===== config.mk =====
export PLATFORM = sky130hd
export DESIGN_NAME = alu_control_pipe
export DESIGN_NICKNAME = d
export VERILOG_FILES = /design/src/rtl/alu_control_pipe.sv
export SDC_FILE = /design/constraint.sdc
export NUM_CORES = 1
export LEC_CHECK = 0
export ABC_CLOCK_PERIOD_IN_PS = 2800
export CAP_MARGIN = 10
export CORE_MARGIN = 1.5
export CORE_UTILIZATION = 57
export DETAILED_ROUTE_END_ITERATION = 7
export HOLD_SLACK_MARGIN = 0.05
export PLACE_DENSITY = 0.85
export REMOVE_ABC_BUFFERS = 1
export SLEW_MARGIN = 15
export SYNTH_ARGS = -nofsm -noshare
export SYNTH_HDL_FRONTEND = slang
export SYNTH_SLANG_ARGS = --single-unit

===== constraint.sdc =====
create_clock -name clk -period 2.8 [get_ports clk]
set_input_delay 0.42 -clock clk [delete_from_list [all_inputs] [get_ports clk]]
set_output_delay 0.42 -clock clk [all_outputs]
set_load 0.01 [all_outputs]

===== src/rtl/alu_control_pipe.sv =====
// rtl/alu_control_pipe.sv - pipelined table-driven ALU control decoder
// R-type passes funct (JR/JRL -> NOP); other opcodes hit a writable CAM.
module alu_control_pipe #(
  parameter int          OP_W      = 6,
  parameter int          FN_W      = 6,
  parameter int          TBL_DEPTH = 8,
  parameter logic [5:0]  RTYPE_OP  = 6'b000000,
  parameter logic [5:0]  JR_FN     = 6'b010100,
  parameter logic [5:0]  NOP_FN    = 6'b111111,
  parameter int          CNT_W     = 16,
  localparam int         IDX_W     = $clog2(TBL_DEPTH)
) (
  input  logic             clk,
  input  logic             rst_n,
  input  logic             in_valid,
  output logic             in_ready,
  input  logic [OP_W-1:0]  opcode,
  input  logic [FN_W-1:0]  funct,
  output logic             out_valid,
  input  logic             out_ready,
  output logic [FN_W-1:0]  functOut,
  output logic             illegal,
  input  logic             cfg_we,
  input  logic [IDX_W-1:0] cfg_idx,
  input  logic             cfg_en,
  input  logic [OP_W-1:0]  cfg_op,
  input  logic [FN_W-1:0]  cfg_fn,
  output logic [CNT_W-1:0] illegal_cnt
);

  logic            tbl_en [TBL_DEPTH];
  logic [OP_W-1:0] tbl_op [TBL_DEPTH];
  logic [FN_W-1:0] tbl_fn [TBL_DEPTH];

  logic            xfer;
  logic            hit;
  logic [FN_W-1:0] hit_fn;
  logic [FN_W-1:0] dec_fn;
  logic            dec_ill;

  assign in_ready = !out_valid || out_ready;
  assign xfer     = in_valid && in_ready;

  // Ascending scan with a sticky hit flag gives lowest-index priority.
  always_comb begin
    hit    = 1'b0;
    hit_fn = NOP_FN[FN_W-1:0];
    for (int i = 0; i < TBL_DEPTH; i++) begin
      if (!hit && tbl_en[i] && (tbl_op[i] == opcode)) begin
        hit    = 1'b1;
        hit_fn = tbl_fn[i];
      end
    end
  end

  always_comb begin
    dec_fn  = NOP_FN[FN_W-1:0];
    dec_ill = 1'b0;
    if (opcode == RTYPE_OP[OP_W-1:0]) begin
      if (funct[FN_W-1:1] != JR_FN[FN_W-1:1])
        dec_fn = funct;
    end else if (hit) begin
      dec_fn = hit_fn;
    end else begin
      dec_ill = 1'b1;
    end
  end

  always_ff @(posedge clk or negedge rst_n) begin
    if (!rst_n) begin
      out_valid   <= 1'b0;
      functOut    <= NOP_FN[FN_W-1:0];
      illegal     <= 1'b0;
      illegal_cnt <= '0;
    end else begin
      if (xfer) begin
        out_valid <= 1'b1;
        functOut  <= dec_fn;
        illegal   <= dec_ill;
        if (dec_ill && (illegal_cnt != {CNT_W{1'b1}}))
          illegal_cnt <= illegal_cnt + 1'b1;
      end else if (out_ready) begin
        out_valid <= 1'b0;
      end
    end
  end

  always_ff @(posedge clk or negedge rst_n) begin
    if (!rst_n) begin
      for (int i = 0; i < TBL_DEPTH; i++) begin
        tbl_en[i] <= 1'b0;
        tbl_op[i] <= '0;
        tbl_fn[i] <= '0;
      end
      tbl_en[0] <= 1'b1; tbl_op[0] <= OP_W'(1); tbl_fn[0] <= FN_W'(6'b000101);
      tbl_en[1] <= 1'b1; tbl_op[1] <= OP_W'(2); tbl_fn[1] <= FN_W'(6'b000101);
      tbl_en[2] <= 1'b1; tbl_op[2] <= OP_W'(3); tbl_fn[2] <= FN_W'(6'b000101);
      tbl_en[3] <= 1'b1; tbl_op[3] <= OP_W'(4); tbl_fn[3] <= FN_W'(6'b000110);
      tbl_en[4] <= 1'b1; tbl_op[4] <= OP_W'(7); tbl_fn[4] <= FN_W'(6'b010011);
      tbl_en[5] <= 1'b1; tbl_op[5] <= OP_W'(8); tbl_fn[5] <= FN_W'(6'b010100);
    end else if (cfg_we && (int'(cfg_idx) < TBL_DEPTH)) begin
      tbl_en[cfg_idx] <= cfg_en;
      tbl_op[cfg_idx] <= cfg_op;
      tbl_fn[cfg_idx] <= cfg_fn;
    end
  end

endmodule


==> metrics, run 1 <==
count of final hold-check violations=0; cells after synthesis=496; fin cells=734; detailed placer's ending HPWL=10,500 um; Synth area leader=dfrtp_1; gr usage total=29.6%; Worst Max-Slew Pin Slew=0.694 ns; Routed Wire Length=15,800 um; TritonCTS clock tree=done; flops & latches, synth=128; Avg Cell Area, Syn=12.5 um2; Cell Area, Synth=6210 um2; Clock transition at path regs=0.06 ns; Syn. warnings=0; First-pass DRT Iterations=5; worst vdd ir=0.503 mV; number of placed cells counting well taps=701; Period minus WS final=2.41 ns; leak pwr=3.12 nW; Remaining DRCs=0; die area=11,500 um2; RSZ-0062 raised after global routing=no; ys flop type=dfrtp_1; area share of the largest cell type after synthesis=37.9%; # resized after CTS=0; I/O Buffers=57; vias in the first global route=4,812; die height=107 um; Startpoint Class=input pin; ANT nets after route=0; Hold Crit Class=in2async; Max stage delay on crit path=0.50 ns; Commonest cells post-synth=mux2_2, dfrtp_1, xnor2_1; CTS Root Cell=clkbuf_8; post-DR wirelength/cell=21.5 um; Syn-to-layout area delta=24.8%; layout cells sized above 1=36.0%; grt ovf=0; Ports=58; n_diodes=0; Final Setup Violations=0; clock buffer depth=2; DRT iter0 DRCs=283; Async SR Flop Fraction=100%; Rel. slew slack=53.7%; fin. max-slew vios=0; Setup CP Type=in2reg; CTS H-tree depth=4; CP endpoint kind=register; clock latency on the worst-skew pair=0.54 ns; Max Cap Viol=0; outcome=complete, no violations; # clock sinks=128; RePlAce Congestion=0.902; CP Cell Sequence=clkdlybuf4s50_1, buf_4, xnor2_1, nand4_1, or4_1, nor4b_4, buf_4, nand2_1, o221ai_1, o21ai_0; Die Width=107 um; vias per std cell=6.11; clk_skew=0.00923 ns; Fmax achieved=416 MHz; first-pass GRT wire length=25,000 um; Critical Path RT=3.25 ns; Post-synth EDFFs=0; Seq/Total Area, Yosys=52.3%; Max stage delay cell, worst path=or4_1; Final Power=6.06 mW; initial core utilization=59.3%; Num CTS Buffers=17; Core ar.=10,500 um2; fin crit share=85.9%; Top cell by count, worst path=buf_4; # fillers=689; Worst Path Arrival=2.85 ns; Area contributors post-synth=dfrtp_1, mux2_2, dfstp_2; Power Dens Cells=782 nW/um2; std cell rows=37; final core occ=74.0%; most common cell in the netlist=mux2_2; antenna violations before repair=0; largest net degree at the start of global routing=58; fin nets=619; Critical Path Fanout Max=9; via total after detailed routing=4,487; synth unique cells=49
==> cells by family after synthesis <==
family / Yosys count / share of synthesized area (%)
compound gates: 47 / 5.26
xor+xnor: 63 / 8.89
fa+ha+maj: 1 / 0.202
buf+inv: 23 / 2.38
flops: 128 / 52.3
mux: 105 / 19.1
simple gates: 129 / 11.9
==> through the flow <==
| stage | hold WS, ns | TNS, ns | cell area, um2 | worst slack (ns) |
|---|---|---|---|---|
| 4_1_cts | 0.474 | 0 | 7750 | 0.412 |
| 3_5_place_dp | 0.483 | -0.261 | 7100 | -0.0711 |
| 6_report | 0.471 | 0 | 7750 | 0.395 |
| 5_1_grt | 0.511 | 0 | 7750 | 0.246 |
| 2_1_floorplan | 0.124 | 0 | 6060 | 0.394 |
| 3_3_place_gp | 0.463 | -0.0326 | 7100 | -0.0326 |
==> final cells by class <==
type,instances,area (um2),area share [%]
Sequential cell,128,3250,41.9
Multi-Input combinational cell,345,2830,36.6
Timing Repair Buffer,92,858,11.1
Clock buffer,21,449,5.80
Clock inverter,11,185,2.39
Tap cell,136,170,2.20
Inverter,1,3.75,0.0485
==> sequential cells by signal, summed over array words and instances, names as in the netlist <==
register and flops:
tbl_fn 48, illegal_cnt 16, tbl_op 48, functOut 6, illegal 1, out_valid 1, tbl_en 8
==> repair_timing <==
action / 4_1_cts / 5_1_grt
endpoints found under the hold margin: 30 / 0
hold buffers: 1 / 0
buffers inserted: 0 / 0
==> power by group <==
part	switching [mW]	internal, mW
registers	0.288	2.31
logic	0.461	0.613
clock network	0.806	1.58
==> worst max-delay path, delay by kind of cell <==
| kind | cells | cell delay, ns |
|---|---|---|
| AND/OR/NAND/NOR | 4 | 1.06 |
| AO/OA/AOI/OAI | 2 | 0.39 |
| XOR/XNOR | 1 | 0.15 |
| buffers and inverters | 3 | 0.83 |
==> worst paths after layout <==
kind | startpoint | endpoint | slack, ns | cells past startpoint
worst max-delay path | opcode[0] | functOut[1] | 0.39 | 10
worst min-delay path | rst_n | tbl_fn[27] | 0.47 | 2
worst max register to register | tbl_op[31] | functOut[4] | 0.47 | 8
worst min register to register | illegal_cnt[5] | illegal_cnt[5] | 0.49 | 1
max in group asynchronous | rst_n | tbl_fn[16] | 1.52 | 3
min in group clk | illegal_cnt[5] | illegal_cnt[5] | 0.49 | 1
==> layout by cell type (no fill, tap or decap), types with 3 or more instances in the layout <==
| cell type | instances |
|---|---|
| mux2_2 | 104 |
| dfrtp_1 | 94 |
| clkdlybuf4s50_1 | 56 |
| xnor2_1 | 44 |
| dfstp_2 | 34 |
| buf_4 | 33 |
| nor2_1 | 28 |
| nand2_1 | 21 |
| xor2_1 | 19 |
| nand4_1 | 18 |
| clkbuf_16 | 16 |
| nor3_1 | 12 |
| nand2b_1 | 9 |
| o21ai_0 | 9 |
| and3_1 | 8 |
| a21oi_1 | 7 |
| o221ai_1 | 7 |
| nand3_1 | 5 |
| o22a_1 | 5 |
| bufinv_16 | 5 |
| nor3_2 | 4 |
| o21a_1 | 4 |
| o32ai_1 | 4 |
| clkinv_2 | 4 |
| nand4b_1 | 3 |
| or4_1 | 3 |
| or3_1 | 3 |
| a31oi_1 | 3 |
| clkbuf_8 | 3 |
==> layer usage <==
layer	global-route usage (%)	routed length, um	vias up
met5	0	0	-
met2	50.8	8120	186
met3	6.66	972	36
met4	14.4	380	0
met1	35.2	6290	2295
li1	-	-	1970
Note: power is estimated with default switching activity, not from simulation.
==> inputs of run 2 (changes only) <==
--- a/config.mk
+++ b/config.mk
@@ -15,2 +15,3 @@
 export REMOVE_ABC_BUFFERS = 1
+export SKIP_LAST_GASP = 1
 export SLEW_MARGIN = 15
--- a/constraint.sdc
+++ b/constraint.sdc
@@ -3,2 +3,2 @@
 set_output_delay 0.42 -clock clk [all_outputs]
-set_load 0.01 [all_outputs]
+set_load 0.02 [all_outputs]
==> results of run 2 <==
Same layout as run 1 (identical final DEF). Status: complete, no violations.
Among the figures that moved: total power 6.06 mW -> 6.10 mW; worst IR drop on VDD 0.503 mV -> 0.504 mV
